## config.mk

```make
export PLATFORM = sky130hd
export DESIGN_NAME = regbank_sb
export DESIGN_NICKNAME = d
export VERILOG_FILES = /design/src/rtl/regbank_sb.sv
export SDC_FILE = /design/constraint.sdc
export NUM_CORES = 2
export LEC_CHECK = 0
export ABC_AREA = 1
export CAP_MARGIN = 10
export CORE_MARGIN = 10
export CORE_UTILIZATION = 41
export CTS_BUF_LIST = sky130_fd_sc_hd__clkbuf_2
export CTS_CLUSTER_DIAMETER = 80
export DETAILED_ROUTE_END_ITERATION = 8
export PLACE_DENSITY = 0.58
export SYNTH_ARGS = -nofsm -noshare
export SYNTH_HDL_FRONTEND = slang
export SYNTH_SLANG_ARGS = --single-unit
```

## constraint.sdc

```tcl
create_clock -name clk -period 3.2 [get_ports clk]
set_input_delay 0.32 -clock clk [delete_from_list [all_inputs] [get_ports clk]]
set_output_delay 0.32 -clock clk [all_outputs]
set_load 0.005 [all_outputs]
```

## src/rtl/regbank_sb.sv

```systemverilog
// Parametrised register bank with two combinational read ports, one write port and a busy scoreboard.
// Optional same-cycle write-to-read forwarding is enabled by defining REGBANK_BYPASS_EN.
module regbank_sb #(
  parameter int unsigned XLEN     = 32,
  parameter int unsigned NREGS    = 32,
  parameter bit          ZERO_REG = 1'b1,
  localparam int unsigned AW      = $clog2(NREGS)
) (
  input  logic            clk,
  input  logic            rst_n,
  input  logic [AW-1:0]   rs1_addr_i,
  input  logic [AW-1:0]   rs2_addr_i,
  output logic [XLEN-1:0] rs1_data_o,
  output logic [XLEN-1:0] rs2_data_o,
  output logic            rs1_busy_o,
  output logic            rs2_busy_o,
  input  logic            wr_en_i,
  input  logic [AW-1:0]   rd_addr_i,
  input  logic [XLEN-1:0] data_i,
  input  logic            alloc_en_i,
  input  logic [AW-1:0]   alloc_addr_i,
  output logic            alloc_ok_o,
  input  logic            flush_i,
  output logic [AW:0]     busy_count_o
);

  logic [XLEN-1:0] regs_q [NREGS];
  logic [NREGS-1:0] busy_q, busy_d;
  logic [AW:0]      count_q, count_d;

  logic wr_zero, alloc_zero, wr_eff, alloc_set, busy_clr;

  assign wr_zero    = ZERO_REG && (rd_addr_i == '0);
  assign alloc_zero = ZERO_REG && (alloc_addr_i == '0);
  assign wr_eff     = wr_en_i && !wr_zero;

  // Acceptance uses the pre-edge busy bit, so a register being written back this cycle is refused.
  assign alloc_ok_o = alloc_zero || !busy_q[alloc_addr_i];
  assign alloc_set  = alloc_en_i && alloc_ok_o && !alloc_zero && !flush_i;
  assign busy_clr   = wr_eff && busy_q[rd_addr_i] &&
                      !(alloc_set && (alloc_addr_i == rd_addr_i));

  always_comb begin
    busy_d = busy_q;
    if (wr_eff) busy_d[rd_addr_i] = 1'b0;
    if (alloc_set) busy_d[alloc_addr_i] = 1'b1;
    if (flush_i) busy_d = '0;
  end

  always_comb begin
    if (flush_i) count_d = '0;
    else count_d = count_q + (AW+1)'(alloc_set) - (AW+1)'(busy_clr);
  end

  always_ff @(posedge clk or negedge rst_n) begin
    if (!rst_n) begin
      for (int i = 0; i < NREGS; i++) regs_q[i] <= '0;
      busy_q  <= '0;
      count_q <= '0;
    end else begin
      if (wr_eff) regs_q[rd_addr_i] <= data_i;
      busy_q  <= busy_d;
      count_q <= count_d;
    end
  end

  assign busy_count_o = count_q;

  logic [AW-1:0]   rs_addr [2];
  logic [XLEN-1:0] rs_data [2];
  logic            rs_busy [2];

  assign rs_addr[0] = rs1_addr_i;
  assign rs_addr[1] = rs2_addr_i;

  always_comb begin
    for (int p = 0; p < 2; p++) begin
      rs_data[p] = regs_q[rs_addr[p]];
      rs_busy[p] = busy_q[rs_addr[p]];
`ifdef REGBANK_BYPASS_EN
      if (wr_eff && (rd_addr_i == rs_addr[p])) begin
        rs_data[p] = data_i;
        rs_busy[p] = alloc_set && (alloc_addr_i == rs_addr[p]);
      end
`endif
      if (ZERO_REG && (rs_addr[p] == '0)) begin
        rs_data[p] = '0;
        rs_busy[p] = 1'b0;
      end
    end
  end

  assign rs1_data_o = rs_data[0];
  assign rs2_data_o = rs_data[1];
  assign rs1_busy_o = rs_busy[0];
  assign rs2_busy_o = rs_busy[1];

endmodule

```

[Word level (Yosys, flattened, before mapping)]
Cells that the tools add are included.
Storage, ports and cells
  word-level logic and storage cells: 102
  register bits after elaboration: 1062
  bits of input ports: 57
  output and inout port bits: 73
Operators by class
  reductions and logical operators: 20
  bitwise logic cells: 6
  eq/ne operators: 1
  add/subtract/negate cells: 2
  magnitude comparators: 10
  multiplexer cells: 29
Operator list (number)
  1024-bit bitwise mux: 1
  32-bit binary-select mux with 5-bit select: 2
  32-bit 2-to-1 mux: 10
  32-bit demux with 5-bit select: 1
  32-bit bitwise AND: 1
  32-bit NOT: 1
  32-bit bitwise OR: 1
  5-bit by 6-bit less-than comparator with 1-bit output (second input constant): 4
  1-bit binary-select mux with 5-bit select: 4
  5-bit logical NOT: 4
  6-bit greater-or-equal comparator (second input constant): 3
  5-bit NOT with 6-bit output: 3
  1-bit demux with 5-bit select: 2
  5-bit by 1-bit greater-or-equal comparator with 1-bit output (second input constant): 2
  1-bit logical AND: 10
  1-bit 2-to-1 mux: 8
  6-bit by 1-bit adder with 6-bit output: 1
  6-bit by 1-bit less-than comparator with 1-bit output (second input constant): 1
  6-bit 2-to-1 mux: 1
  6-bit by 1-bit subtractor with 6-bit output: 1
  5-bit equality test: 1
  1-bit logical NOT: 5
  1-bit logical OR: 1

[Longest topological paths before layout]
  word-level depth: 12
  depth in mapped cells: 22
  mapped depth without buffers: 20

[Least setup slack after synthesis]
OpenSTA, ideal clock, no wires.
  path kind: input-to-reg
  start: input port alloc_addr_i[1]
  end: register count_q[4], in the netlist busy_count_o[4]
  stages: 20
  data arrival time: 2.449 ns
  data required time: 3.123 ns
  path slack: 0.674 ns
  cell sequence: buf_2 > buf_2 > nand2_1 > nand2_1 > nand2_1 > nand2_1 > nor2_2 > nand3_4 > buf_6 > inv_1 > nand2_1 > nand2_1 > ha_1 > inv_1 > fa_1 > nor2_1 > o21ai_0 > nand2_1 > o21ai_0 > a21oi_1
On the way
  cells in the longest elaborated chain, start to end: 12
Ends and longest elaborated chain
  start: declaration: RTL line 21  | input logic [AW-1:0] alloc_addr_i,
  parallel branches: the longest is 10 deep, another holds 6-bit by 1-bit adder with 6-bit output
  6-bit by 1-bit subtractor with 6-bit output (*): RTL line 52  | else count_d = count_q + (AW+1)'(alloc_set) - (AW+1)'(busy_clr);
  6-bit 2-to-1 mux (*): RTL line 51  | if (flush_i) count_d = '0;
  named net count_d[4]: RTL line 29  | logic [AW:0] count_q, count_d;
  end signal: assignment: RTL line 63  | count_q <= count_d;
  end: declaration: RTL line 29
Mark *: on every way through the listed nets, which the timed path passes. The select of a mux whose other input is x is not followed.
A chain may end at the register's enable or synchronous reset.

[Worst setup path in the final report]
  start: register regs_q[327] (netlist name)
  end: output port rs1_data_o[7]
On the way
  cells in the longest elaborated chain, start to end: 4
Ends and longest elaborated chain
  start: declaration: RTL line 27  | logic [XLEN-1:0] regs_q [NREGS];
  start signal: indexed assignment: RTL line 61  | if (wr_eff) regs_q[rd_addr_i] <= data_i;
  32-bit binary-select mux with 5-bit select: RTL line 78  | rs_data[p] = regs_q[rs_addr[p]];
  32-bit 2-to-1 mux (implied by the code) (2 in a row): RTL line 78
  32-bit 2-to-1 mux: RTL line 86  | if (ZERO_REG && (rs_addr[p] == '0)) begin
  end: declaration: RTL line 13  | output logic [XLEN-1:0] rs1_data_o,
Every way passes these cells. The select of a mux whose other input is x is not followed.

==> run metrics <==
layout cells sized above 1=around 16%; unrepaired setup endpoints after global routing=yes; final hold violation count=0; GR Overflow Total=0; GP Congestion=0.927; Hold Path Stages=4; cell at the root of the clock tree=sky130_fd_sc_hd__clkbuf_2; power density over the cells=535 mW/mm^2; number of DRC violations after detailed-routing iteration 0=approximately 7700; total number of nets in the final design=8567; data required time at the worst endpoint=2880 ps; hold path startpoint=data_i[3]; Worst-Skew Late Latency=1680 ps; non-filler cells in the finished layout=10617; worst flop-to-flop path endpoint=busy_count_o[3]$_DFF_PN0_; Wirelength per Cell=24.2 um; portion of synthesized cell area occupied by the leading cell type=44.9%; critical path peak fanout=3; path class of the lowest-slack min-delay path=input port to flop; synthesized netlist net count=8377; average via count per standard cell=5.92; ranking of synthesized cells by area=sky130_fd_sc_hd__dfrtp_1 (45%), sky130_fd_sc_hd__o21ai_0 (13%), sky130_fd_sc_hd__nand2_1 (13%); largest net degree at the start of global routing=98; HPWL Detailed=148000 um; share of the clock period used by the worst path=112%; most area-hungry cell type in the Yosys netlist=sky130_fd_sc_hd__dfrtp_1; normalized max-slew margin=15.3%; failing checks=negative setup slack; area of the die=0.160 sq mm; count of maximum capacitance violations=0; Post-Route Hold Slack=roughly 140 ps; die boundary width=between 400 and 500 um; TritonCTS Buffers=311; number of top-level design ports=between 100 and 150; final setup slack of the worst path=-388 ps; clock tree from TritonCTS=yes; area inside the core boundary=0.143 sq mm; Site Rows=139; result of the run=complete, but fails checks; depth of the most critical reg-to-reg path=19; quantity of I/O buffers inserted on ports=129; via count of the first global-routing pass=59129; CTS H-tree lvls=5; register bit count reported by yosys=1062; Sink Count=about 1100; die outline height=400 um; critical path arrival=~3300 ps; Worst setup EP type=output pin; setup violation total in the final timing report=67; final period demand of the worst path=3590 ps; transition time at the pin with the least slew margin=1270 ps; total global routing track utilization=31.3%; final WL=around 260000 um; endpoint of the worst hold path=regs_q[259]$_DFFE_PN0P_; worst clock skew on the final layout=66.0 ps; share of async-settable or async-resettable flops after synthesis=100%; post-synthesis instance area=0.0592 sq mm; maximum count of clock buffers along a single path=4; critical setup path kind=flop to output pin; number of cells produced by synthesis=8314; predominant post-synthesis flop cell=sky130_fd_sc_hd__dfrtp_1; area added between synthesis and finish=17.2%; reported leakage power=between 30 and 40 nW; Initial Util=41.3%; most frequent standard cell in the layout excluding fill and tap cells=sky130_fd_sc_hd__nand2_1; mean area per synthesized cell=7.12 sq um; Reg2Reg Setup Slack=between 200 and 250 ps; yosys warns=0; worst-case vdd ir drop=0.395 mV; f_max=279 MHz; EDFF count, synth=0; Cell variety after synth=33; first-pass GRT wire length=383000 um; number of antenna-violating nets in the routed design=0; number of remaining DRC errors=0; top library cells by usage in the layout, fill and taps aside=sky130_fd_sc_hd__nand2_1 (2056), sky130_fd_sc_hd__o21ai_0 (1345), sky130_fd_sc_hd__dfrtp_1 (1054), sky130_fd_sc_hd__nor2_1 (676), sky130_fd_sc_hd__nand3_1 (659); total via count after detailed routing=62830; sequential fraction of the synthesis area=44.9%; Startpoint Class=flop; antenna violations before repair=17; first-pass iteration count of the detailed router=9; source of the worst register-to-register timing path=busy_q[0]$_DFF_PN0_; clock transition time at the flip-flop clock pins of the worst setup and hold paths=~90 ps; max-slew violation total from the final report=0; DP Cell Count=a little under 10000
routing by layer:
layer	global-route usage (%)	wire, um	vias up
met1	41.9	104000	29917
met5	0	45	-
li1	-	-	28365
met3	7.12	27200	799
met2	47.9	112000	3743
met4	14.9	13500	6
worst max path at each step:
| stage | from | slack, ps | cells after the start | endpoint |
|---|---|---|---|---|
| floorplan | alloc_addr_i[1] | 670 | 20 | busy_count_o[4]$_DFF_PN0_ |
| global placement | alloc_addr_i[0] | 40 | 22 | busy_count_o[4]$_DFF_PN0_ |
| detailed placement | alloc_addr_i[0] | 60 | 22 | busy_count_o[4]$_DFF_PN0_ |
| CTS | regs_q[77]$_DFFE_PN0P_ | -570 | 10 | rs1_data_o[13] |
| global route | regs_q[77]$_DFFE_PN0P_ | -560 | 10 | rs1_data_o[13] |
| finish | regs_q[327]$_DFFE_PN0P_ | -390 | 7 | rs1_data_o[7] |
state kept, by name (all words and copies together) (netlist names):
register and flops:
busy_q 32, regs_q 1024, busy_count_o 6
kinds of logic (layout without fill, tap and decap cells):
group	count (synthesis)	after routing	synth area share, %
simple gates	3529	3529	24.0
xor+xnor	5	5	0.0740
compound gates	2595	2595	23.0
flops	1062	1062	44.9
buf+inv	1117	1504	7.84
fa+ha+maj	6	6	0.139
other cells	0	13	0
synth_stat cells, types with 33 or more instances:
cell	instances
sky130_fd_sc_hd__inv_1	277
sky130_fd_sc_hd__dfrtp_1	1062
sky130_fd_sc_hd__nand4_1	40
sky130_fd_sc_hd__o221ai_1	65
sky130_fd_sc_hd__buf_2	251
sky130_fd_sc_hd__buf_1	75
sky130_fd_sc_hd__nand3_1	672
sky130_fd_sc_hd__o21ai_0	1571
sky130_fd_sc_hd__a21oi_1	733
sky130_fd_sc_hd__clkbuf_1	441
sky130_fd_sc_hd__a31oi_1	33
sky130_fd_sc_hd__nand2_1	2092
sky130_fd_sc_hd__o21ai_1	40
sky130_fd_sc_hd__nor2_1	712
sky130_fd_sc_hd__o211ai_1	128
cell type report:
type                       instances  area (sq um)
clock buffer                     462          2310
timing repair buffer             674          7220
fill                           14574         74100
tap                             1903          2380
multi-input combinational       6135         29400
clock inverter                    48           213
inverter                         320          1250
sequential                      1062         26600
antenna                           13          32.5
critical path, cell delays in order (launching register included):
cell	delay, ps
sky130_fd_sc_hd__dfrtp_1	400
sky130_fd_sc_hd__a21oi_1	80
sky130_fd_sc_hd__o21ai_1	110
sky130_fd_sc_hd__nand3_1	100
sky130_fd_sc_hd__a21oi_1	170
sky130_fd_sc_hd__o21ai_2	110
sky130_fd_sc_hd__a21oi_4	380
sky130_fd_sc_hd__buf_2	210
stage by stage:
| stage | util, % | setup slack (ps) | TNS, ps | total power [mW] | instance area [sq um] |
|---|---|---|---|---|---|
| after global placement | 44.5 | 41.6 | 0 | 26.1 | 63800 |
| after CTS | 47.8 | -570 | -26420 | 36.8 | 68600 |
| after detailed placement | 44.5 | 61.4 | 0 | 26.3 | 63800 |
| final | 48.4 | -388 | -16750 | 37.1 | 69400 |
| after floorplan | - | 674 | 0 | 23.0 | 59200 |
| after global routing | 48.4 | -561 | -28910 | 39.5 | 69400 |
report_power, final:
part           internal [mW]  switching (mW)  leakage [nW]
combinational           3.69            5.56          15.6
sequential              16.0            1.90          13.5
clock                   3.85            6.14          2.03
total                   23.5            13.6          31.1
repair_timing:
action	in CTS	in global routing
hold buffers	106	0
resized for setup	713	227
pin swaps	232	204
buffers inserted	52	46
endpoints found under the setup margin	67	67
gates cloned	2	0
hold endpoints to repair	2076	0
(Power assumes the default switching activity.)
